## config.mk

```make
export PLATFORM = sky130hd
export DESIGN_NAME = line_store_responder
export DESIGN_NICKNAME = d
export VERILOG_FILES = /design/src/rtl/line_store_responder.sv
export SDC_FILE = /design/constraint.sdc
export NUM_CORES = 2
export LEC_CHECK = 0
export BUFFER_PORTS_ARGS = -buffer_cell sky130_fd_sc_hd__buf_2
export CORE_MARGIN = 2
export CORE_UTILIZATION = 30
export CTS_BUF_LIST = sky130_fd_sc_hd__clkbuf_8
export DETAILED_ROUTE_END_ITERATION = 16
export SYNTH_ARGS = -nofsm -noshare
export SYNTH_HDL_FRONTEND = slang
export SYNTH_SLANG_ARGS = --single-unit
export TNS_END_PERCENT = 50
```

## constraint.sdc

```tcl
create_clock -name clk -period 3.2 [get_ports clk]
set_input_delay 0.16 -clock clk [delete_from_list [all_inputs] [get_ports clk]]
set_output_delay 0.16 -clock clk [all_outputs]
set_load 0.03 [all_outputs]
```

## src/rtl/line_store_responder.sv

```systemverilog
// line_store_responder
//   Memory-side responder for the lane-processing controller. Holds one
//   DEPTH x LINEW slice image, loads it line by line from the host, pulses
//   start once the image is complete, serves controller read/write requests
//   and, when the controller finishes, streams the image back to the host.
//
// Ports
//   clk, rst                 clock, asynchronous active-low reset
//   in_valid/in_line/in_ready   host load stream
//   start                    one-cycle pulse: image loaded
//   readLine/rd_index        controller read request
//   line/line_valid          registered read data, valid one cycle later
//   writeVal/wr_index/wr_line   controller write request
//   finish                   controller done; begin draining
//   out_valid/out_line/out_ready   host drain stream (out_line = mem[ptr])
//   busy                     high in every state except IDLE
//
// state | meaning
// ------+-----------------------------------------------------------
// IDLE  | empty, waiting for the first load line (written to mem[0])
// LOAD  | accepting lines into mem[ptr] until line 63 arrives
// KICK  | single cycle, start = 1
// SERVE | controller reads/writes; finish moves to DRAIN
// DRAIN | streaming mem[ptr] to host; last handshake returns to IDLE

module line_store_responder #(
  parameter int LINEW = 25,
  parameter int DEPTH = 64,
  parameter int IDXW  = 6
) (
  input  logic             clk,
  input  logic             rst,
  input  logic             in_valid,
  input  logic [LINEW-1:0] in_line,
  output logic             in_ready,
  output logic             start,
  input  logic             readLine,
  input  logic [IDXW-1:0]  rd_index,
  output logic [LINEW-1:0] line,
  output logic             line_valid,
  input  logic             writeVal,
  input  logic [IDXW-1:0]  wr_index,
  input  logic [LINEW-1:0] wr_line,
  input  logic             finish,
  output logic             out_valid,
  output logic [LINEW-1:0] out_line,
  input  logic             out_ready,
  output logic             busy
);

  typedef enum logic [2:0] {
    S_IDLE  = 3'd0,
    S_LOAD  = 3'd1,
    S_KICK  = 3'd2,
    S_SERVE = 3'd3,
    S_DRAIN = 3'd4
  } state_t;

  localparam logic [IDXW-1:0] LAST_IDX = IDXW'(DEPTH - 1);

  state_t           r_state;
  state_t           w_state_nxt;
  logic [IDXW-1:0]  r_ptr;
  logic [IDXW-1:0]  w_ptr_nxt;
  logic [LINEW-1:0] r_mem [DEPTH];
  logic [LINEW-1:0] r_line;
  logic             r_line_valid;

  logic             w_we;
  logic [IDXW-1:0]  w_waddr;
  logic [LINEW-1:0] w_wdata;
  logic             w_rd_en;
  logic [LINEW-1:0] w_rd_data;

  // Next state, pointer, memory write port and handshake outputs.
  always_comb begin
    w_state_nxt = r_state;
    w_ptr_nxt   = r_ptr;
    w_we        = 1'b0;
    w_waddr     = r_ptr;
    w_wdata     = in_line;
    w_rd_en     = 1'b0;
    in_ready    = 1'b0;
    start       = 1'b0;
    out_valid   = 1'b0;
    busy        = 1'b1;

    unique case (r_state)
      S_IDLE: begin
        in_ready = 1'b1;
        busy     = 1'b0;
        if (in_valid) begin
          w_we        = 1'b1;
          w_waddr     = '0;
          w_ptr_nxt   = IDXW'(1);
          w_state_nxt = S_LOAD;
        end
      end
      S_LOAD: begin
        in_ready = 1'b1;
        if (in_valid) begin
          w_we      = 1'b1;
          w_ptr_nxt = r_ptr + 1'b1;
          if (r_ptr == LAST_IDX) begin
            w_state_nxt = S_KICK;
          end
        end
      end
      S_KICK: begin
        start       = 1'b1;
        w_state_nxt = S_SERVE;
      end
      S_SERVE: begin
        w_rd_en = readLine;
        if (writeVal) begin
          w_we    = 1'b1;
          w_waddr = wr_index;
          w_wdata = wr_line;
        end
        if (finish) begin
          w_ptr_nxt   = '0;
          w_state_nxt = S_DRAIN;
        end
      end
      S_DRAIN: begin
        out_valid = 1'b1;
        if (out_ready) begin
          w_ptr_nxt = r_ptr + 1'b1;
          if (r_ptr == LAST_IDX) begin
            w_state_nxt = S_IDLE;
          end
        end
      end
      default: begin
        w_state_nxt = S_IDLE;
        w_ptr_nxt   = '0;
      end
    endcase
  end

  // Same-index read during a write returns the data being written.
  assign w_rd_data = (w_we && (w_waddr == rd_index)) ? w_wdata : r_mem[rd_index];

  always_ff @(posedge clk or negedge rst) begin
    if (!rst) begin
      r_state <= S_IDLE;
      r_ptr   <= '0;
    end else begin
      r_state <= w_state_nxt;
      r_ptr   <= w_ptr_nxt;
    end
  end

  always_ff @(posedge clk or negedge rst) begin
    if (!rst) begin
      for (int i = 0; i < DEPTH; i++) begin
        r_mem[i] <= '0;
      end
    end else if (w_we) begin
      r_mem[w_waddr] <= w_wdata;
    end
  end

  // line holds its last value whenever no read is accepted.
  always_ff @(posedge clk or negedge rst) begin
    if (!rst) begin
      r_line       <= '0;
      r_line_valid <= 1'b0;
    end else begin
      r_line_valid <= w_rd_en;
      if (w_rd_en) begin
        r_line <= w_rd_data;
      end
    end
  end

  assign line       = r_line;
  assign line_valid = r_line_valid;
  assign out_line   = r_mem[r_ptr];

endmodule

```

# ---- Word-level counts from Yosys, hierarchy flattened
# Cells that the tools add are included.
dict set report word_totals {
  ff_bits 1635
  in_bits 69
  out_inout_bits 55
  word_cells 130
}
dict set report op_classes {
  addsub 1
  magnitude_cmp 4
  eq_ne 12
  mux 35
  bitwise 4
  n_reduce_logical 6
}
# op n
set ops {}
lappend ops {{$bwmux 1600} 1}
lappend ops {{$bmux 25 s6} 2}
lappend ops {{$mux 25} 8}
lappend ops {{$demux 25 s6} 1}
lappend ops {{$mux 6} 6}
lappend ops {{$pmux 6 s5} 1}
lappend ops {{$ge 7x7->1 const B} 3}
lappend ops {{$not 6->7} 3}
lappend ops {{$mux 3} 6}
lappend ops {{$pmux 3 s5} 1}
lappend ops {{$ne 2x2->1 const B} 6}
lappend ops {{$pmux 6 s2} 1}
lappend ops {{$lt 7x1->1 const B} 1}
lappend ops {{$mux 1} 7}
lappend ops {{$add 6x1->6 const B} 1}
lappend ops {{$eq 3x2->1 const B} 2}
lappend ops {{$eq 6x6->1} 1}
lappend ops {{$eq 6x6->1 const B} 1}
lappend ops {{$reduce_and 6->1} 1}
lappend ops {{$reduce_and 5->1} 1}
lappend ops {{$eq 3x1->1 const B} 1}
lappend ops {{$eq 3x3->1 const B} 1}
lappend ops {{$logic_not 3->1} 1}
lappend ops {{$logic_and 1x1->1} 2}
lappend ops {{other kinds (3)} 3}

# ---- Depth between registers and ports, before layout
dict set report depth {
  depth_word 8
  mapped_depth 12
  ltp_nobuf 6
}

# ---- Least setup slack after synthesis
# Ideal clock, no wire load.
dict set report synth_timing {
  kind {reg2out}
  startpoint {register r_ptr[0]}
  endpoint {output out_line[0]}
  t_arrival_ns 3.114
  t_required_ns 3.040
  path_slack_ns -0.074
  path_stages_with_launch 7
  cell_sequence {dfrtp_1 -> clkbuf_1 -> buf_1 -> buf_1 -> mux4_2 -> mux4_2 -> mux4_2}
}
dict set report synth_between {
  elab_chain_cells 4
}
# item line
set synth_lines {}
lappend synth_lines {{start: declaration} 63} ;# logic [IDXW-1:0] r_ptr;
lappend synth_lines {{start signal: assignment} 150} ;# r_ptr <= w_ptr_nxt;
lappend synth_lines {{$not 6->7 (not written as such)} 179} ;# assign out_line = r_mem[r_ptr];
lappend synth_lines {{$bmux 25 s6} 179}
lappend synth_lines {{$mux 25 (not written as such) (2 in a row)} 179}
lappend synth_lines {{end: declaration} 46} ;# output logic [LINEW-1:0] out_line,
# No other way between the ends. The select of a mux whose other input is x is not followed.

# ---- Worst setup path in the final report
dict set report layout_timing {
  startpoint {register r_ptr[0]}
  endpoint {output out_line[7]}
}
# Same word-level chain as after synthesis.

==> run_summary.xml <==
<?xml version="1.0" encoding="UTF-8"?>
<metrics>
  <group name="run_status">
    <metric name="outcome" unit="">complete, but fails checks</metric>
    <metric name="violations_in_the_final_reports" unit="">setup timing</metric>
  </group>
  <group name="power">
    <metric name="power_density" unit="nW/µm²">641</metric>
    <metric name="seqPwrFrac" unit="%">37.7</metric>
    <metric name="power.leakage" unit="nW">47.0</metric>
    <metric name="p_sw" unit="W">0.0224</metric>
    <metric name="internal_power" unit="W">0.0442</metric>
    <metric name="switching_share" unit="%">33.7</metric>
    <metric name="share_comb_of_total_power" unit="%">33.5</metric>
    <metric name="finalPower" unit="W">0.0667</metric>
    <metric name="max-vdd-ir-drop" unit="mV">0.441</metric>
    <metric name="share_clk_of_total_power" unit="%">28.8</metric>
  </group>
  <group name="global_route">
    <metric name="antenna_found_initial" unit="">19</metric>
    <metric name="grtUsageTotal" unit="%">20.3</metric>
    <metric name="grt_first_pass_wirelength" unit="µm">444000</metric>
    <metric name="grt_overflow_total" unit="">0</metric>
    <metric name="grt_pass1_vias" unit="">60746</metric>
    <metric name="grt_start_max_net_pins" unit="">130</metric>
  </group>
  <group name="sta">
    <metric name="setup_repair_after_global_routing_missed_its_margin" unit="">yes</metric>
    <metric name="worst-slew-pin-transition" unit="ns">1.25</metric>
    <metric name="timing.fmax" unit="MHz">240</metric>
    <metric name="timing.setup.tns" unit="ns">-23.01</metric>
    <metric name="worst_hold_slack" unit="ns">0.0961</metric>
    <metric name="hold_violations" unit="">0</metric>
    <metric name="final-max-slew-violation-count" unit="">0</metric>
    <metric name="clock_skew" unit="ns">0.0568</metric>
    <metric name="final.setup.worst_slack" unit="ns">-0.973</metric>
    <metric name="timing.final.crit_share" unit="%">130</metric>
    <metric name="period_needed" unit="ns">4.17</metric>
    <metric name="timing.final.setup_violations" unit="">26</metric>
    <metric name="slew_headroom" unit="%">16.6</metric>
  </group>
  <group name="cts">
    <metric name="tritoncts.num_buffers" unit="">291</metric>
    <metric name="ctsLongestPathBuffers" unit="">4</metric>
    <metric name="insertion_delay" unit="ns">1.06</metric>
    <metric name="path_clk_slew" unit="ns">0.06</metric>
    <metric name="cts-htree-levels" unit="">5</metric>
    <metric name="numClockSinks" unit="">1635</metric>
    <metric name="cts_tree" unit="">yes</metric>
    <metric name="cts.root.buffer_cell" unit="">sky130_fd_sc_hd__clkbuf_8</metric>
  </group>
  <group name="yosys">
    <metric name="ys_top_cells_by_area" unit="">sky130_fd_sc_hd__dfrtp_1 (47%), sky130_fd_sc_hd__mux4_2 (21%), sky130_fd_sc_hd__mux2_2 (20%)</metric>
    <metric name="postSynthCellCount" unit="">5717</metric>
    <metric name="netlist.top_cell.by_area" unit="">sky130_fd_sc_hd__dfrtp_1</metric>
    <metric name="syn-cell-area" unit="µm²">88000</metric>
    <metric name="ys_seq_elements" unit="">1635</metric>
    <metric name="synth_top_area_share" unit="%">46.5</metric>
    <metric name="postSynthAreaPerCell" unit="µm²">15.4</metric>
    <metric name="synth.lib_cells_used.distinct" unit="">70</metric>
    <metric name="synth-edff-count" unit="">0</metric>
    <metric name="yosys_warnings" unit="">0</metric>
    <metric name="ys_seq_area_share" unit="%">46.5</metric>
    <metric name="synth.net_count" unit="">5787</metric>
    <metric name="asyncSetResetFlopFracSynth" unit="%">100</metric>
    <metric name="postSynth.topFlopCell" unit="">sky130_fd_sc_hd__dfrtp_1</metric>
  </group>
  <group name="min_path">
    <metric name="hold_path_class" unit="">input port to register</metric>
    <metric name="worst_hold_path.num_cells" unit="">3</metric>
  </group>
  <group name="floorplanning">
    <metric name="fp.coreArea" unit="µm²">291000</metric>
    <metric name="die-area" unit="µm²">298000</metric>
    <metric name="die_height" unit="µm">546</metric>
    <metric name="num_rows" unit="">198</metric>
    <metric name="die_x" unit="µm">546</metric>
    <metric name="io_pins" unit="">124</metric>
    <metric name="initial_core_util" unit="%">30.2</metric>
  </group>
  <group name="routing">
    <metric name="drt-total-wl" unit="µm">308000</metric>
    <metric name="drc" unit="">0</metric>
    <metric name="routed_vias_inst" unit="">5.70</metric>
    <metric name="detail_route.first_pass.iterations" unit="">5</metric>
    <metric name="final_antenna_net_count" unit="">0</metric>
    <metric name="drt_initial_violations" unit="">6027</metric>
    <metric name="detail_route.wl_per_cell" unit="µm">30.3</metric>
    <metric name="route.vias.total" unit="">57981</metric>
  </group>
  <group name="finish">
    <metric name="design.final.nets" unit="">6146</metric>
    <metric name="layout-drive-gt1-share" unit="%">56.5</metric>
    <metric name="final_core_util" unit="%">35.7</metric>
    <metric name="area_growth_syn_to_layout" unit="%">18.3</metric>
  </group>
  <group name="placed_design">
    <metric name="port-buffer-count" unit="">123</metric>
    <metric name="gp_routability_congestion" unit="">0.879</metric>
    <metric name="detailedPlacementHpwl" unit="µm">194000</metric>
  </group>
  <group name="setup_path">
    <metric name="crit_path_frequent_cell" unit="">sky130_fd_sc_hd__mux4_2</metric>
    <metric name="timing.rr.end" unit="">line[16]</metric>
    <metric name="worst-r2r-cell-count" unit="">10</metric>
    <metric name="required" unit="ns">3.04</metric>
    <metric name="worst-r2r-setup-slack" unit="ns">-0.03</metric>
    <metric name="critPathMaxFanout" unit="">7</metric>
    <metric name="timing.critical_path.to_type" unit="">output port</metric>
    <metric name="crit_path_buf_inv_count" unit="">5</metric>
    <metric name="cp-endpoint" unit="">out_line[7]</metric>
    <metric name="critPathKind" unit="">register to output port</metric>
    <metric name="cpLargestDelayFamily" unit="">multiplexers</metric>
    <metric name="crit_cells" unit="">8</metric>
    <metric name="crit_path_cell_trace" unit="">buf_12 &gt; buf_16 &gt; buf_8 &gt; buf_12 &gt; mux4_2 &gt; mux4_2 &gt; mux4_2 &gt; buf_6</metric>
    <metric name="worst-endpoint-arrival" unit="ns">4.01</metric>
    <metric name="slowest_stage" unit="">sky130_fd_sc_hd__mux4_2</metric>
    <metric name="stage_delay_of_the_slowest_cell_on_the_critical_path" unit="ns">0.64</metric>
    <metric name="setup.worst_path.start" unit="">r_ptr[0]</metric>
    <metric name="element_type_at_the_critical_path_start" unit="">register</metric>
    <metric name="worst_r2r_startpoint" unit="">r_state[1]</metric>
  </group>
  <group name="job">
    <metric name="max-cap-violations" unit="">0</metric>
  </group>
</metrics>
[stage by stage]
| step | cells | setup WS, ns | cell area (µm²) |
|---|---|---|---|
| 4_1_cts | 10141 | -1.08 | 104000 |
| 3_3_place_gp | 9563 | 0.0358 | 96500 |
| 6_report | 10169 | -0.973 | 104000 |
| 3_5_place_dp | 9563 | 0.0201 | 96500 |
| 2_1_floorplan | 5717 | 0.0295 | 88000 |
| 5_1_grt | 10164 | -1.02 | 104000 |
[power by group through the flow]
stage	Clock [W]	Sequential, W	Combinational (W)
after floorplan	0	0.0248	0.0122
after global placement	0	0.0252	0.0196
after detailed placement	0	0.0254	0.0198
after CTS	0.0196	0.0250	0.0216
after global routing	0.0205	0.0253	0.0233
final	0.0192	0.0251	0.0223
[sequential cells by signal (all words and copies together), names as in the netlist]
name,count
r_mem,1600
line,25
r_ptr,6
r_state,3
line_valid,1
[how the worst min path moves through the flow]
| stage | endpoint | from | slack (ns) |
|---|---|---|---|
| finish | r_state[1] | finish | 0.1 |
| global route | r_state[1] | finish | 0.07 |
| CTS | r_state[1] | finish | 0.03 |
| detailed placement | r_mem[168] | rst | 0.19 |
| global placement | r_mem[168] | rst | 0.18 |
| floorplan | line[0] | rst | -0.14 |
[per-layer routing]
metal  track usage [%]  vias to the layer above  part of all wire, %
li1                  -                    23077                    -
met1              25.9                    31519                   40
met2              32.6                     2637                   48
met3              4.40                      740                  7.5
met4              10.3                        8                  5.4
met5                 0                        -                0.015
[worst reg2reg max path, cell delays in order, from the launching register on]
cell	delay (ns)
sky130_fd_sc_hd__dfrtp_1	0.44
sky130_fd_sc_hd__buf_4	0.30
sky130_fd_sc_hd__nand4b_1	0.35
sky130_fd_sc_hd__buf_4	0.38
sky130_fd_sc_hd__nand2_1	0.18
sky130_fd_sc_hd__nand2_2	0.05
sky130_fd_sc_hd__dlygate4sd3_1	0.59
sky130_fd_sc_hd__buf_12	0.18
sky130_fd_sc_hd__and3_1	0.36
sky130_fd_sc_hd__a32oi_1	0.17
sky130_fd_sc_hd__o21ai_0	0.10
[cells in the final DEF (no fill, tap or decap), types with 25 or more instances in the layout]
cell / count
sky130_fd_sc_hd__mux2_1: 45
sky130_fd_sc_hd__mux2i_1: 266
sky130_fd_sc_hd__buf_2: 92
sky130_fd_sc_hd__mux2_2: 1587
sky130_fd_sc_hd__nand2_2: 52
sky130_fd_sc_hd__a211oi_1: 41
sky130_fd_sc_hd__a221oi_1: 30
sky130_fd_sc_hd__a21oi_1: 37
sky130_fd_sc_hd__and3_1: 25
sky130_fd_sc_hd__o22ai_1: 48
sky130_fd_sc_hd__dlygate4sd3_1: 67
sky130_fd_sc_hd__nand2_1: 79
sky130_fd_sc_hd__buf_4: 273
sky130_fd_sc_hd__buf_12: 178
sky130_fd_sc_hd__buf_6: 39
sky130_fd_sc_hd__dfrtp_1: 1629
sky130_fd_sc_hd__o211ai_1: 30
sky130_fd_sc_hd__clkbuf_8: 364
sky130_fd_sc_hd__inv_1: 99
sky130_fd_sc_hd__o21ai_0: 69
sky130_fd_sc_hd__nor2_4: 29
sky130_fd_sc_hd__mux4_2: 805
sky130_fd_sc_hd__o221ai_1: 37
[final cells by class]
| cell class | instances | area, µm² |
|---|---|---|
| tap | 3900 | 4880 |
| clock buffer | 364 | 5010 |
| sequential | 1635 | 40900 |
| timing repair buffer | 694 | 8310 |
| antenna | 9 | 22.5 |
| inverter | 9 | 33.8 |
| clock inverter | 113 | 531 |
| multi-input combinational | 3445 | 44300 |
| fill | 27659 | 187000 |
[synthesized netlist by cell type (8+ instances only)]
library cell / instances
sky130_fd_sc_hd__mux2_1: 45
sky130_fd_sc_hd__a22oi_1: 24
sky130_fd_sc_hd__nand3_1: 13
sky130_fd_sc_hd__o211ai_1: 30
sky130_fd_sc_hd__nand2_2: 18
sky130_fd_sc_hd__nand2b_1: 16
sky130_fd_sc_hd__nor2_4: 20
sky130_fd_sc_hd__mux4_2: 805
sky130_fd_sc_hd__nor2_2: 9
sky130_fd_sc_hd__nor3_1: 9
sky130_fd_sc_hd__nor2_1: 22
sky130_fd_sc_hd__a32oi_1: 18
sky130_fd_sc_hd__nand2_1: 113
sky130_fd_sc_hd__mux2_2: 1587
sky130_fd_sc_hd__and2_1: 18
sky130_fd_sc_hd__a2111oi_0: 17
sky130_fd_sc_hd__a211oi_1: 41
sky130_fd_sc_hd__buf_6: 20
sky130_fd_sc_hd__buf_1: 72
sky130_fd_sc_hd__a22o_1: 10
sky130_fd_sc_hd__o221ai_1: 37
sky130_fd_sc_hd__a221o_1: 16
sky130_fd_sc_hd__a31oi_1: 17
sky130_fd_sc_hd__clkbuf_1: 355
sky130_fd_sc_hd__buf_2: 116
sky130_fd_sc_hd__a41oi_1: 8
sky130_fd_sc_hd__mux2i_1: 266
sky130_fd_sc_hd__dfrtp_1: 1635
sky130_fd_sc_hd__nor2b_1: 11
sky130_fd_sc_hd__a221oi_1: 30
sky130_fd_sc_hd__o22ai_1: 48
sky130_fd_sc_hd__buf_4: 64
sky130_fd_sc_hd__a21oi_1: 37
sky130_fd_sc_hd__and3_1: 25
sky130_fd_sc_hd__o21ai_0: 69
[what timing repair did]
action	4_1_cts	5_1_grt
hold buffers	75	3
pin swaps	0	1
setup endpoints to repair	25	450
cloned	12	12
setup buffers	16	14
hold endpoints to repair	2543	29
resized for setup	80	27
[cells by family after synthesis]
logic type,after synthesis,synth area share (%)
AO/OA/AOI/OAI,425,3.50
XOR/XNOR,2,0.0199
adder cells (fa/ha/maj),1,0.0142
buffers and inverters,637,3.33
flip-flops,1635,46.5
multiplexers,2709,44.6
AND/OR/NAND/NOR,308,2.01
Note: power is estimated with default switching activity, not from simulation.
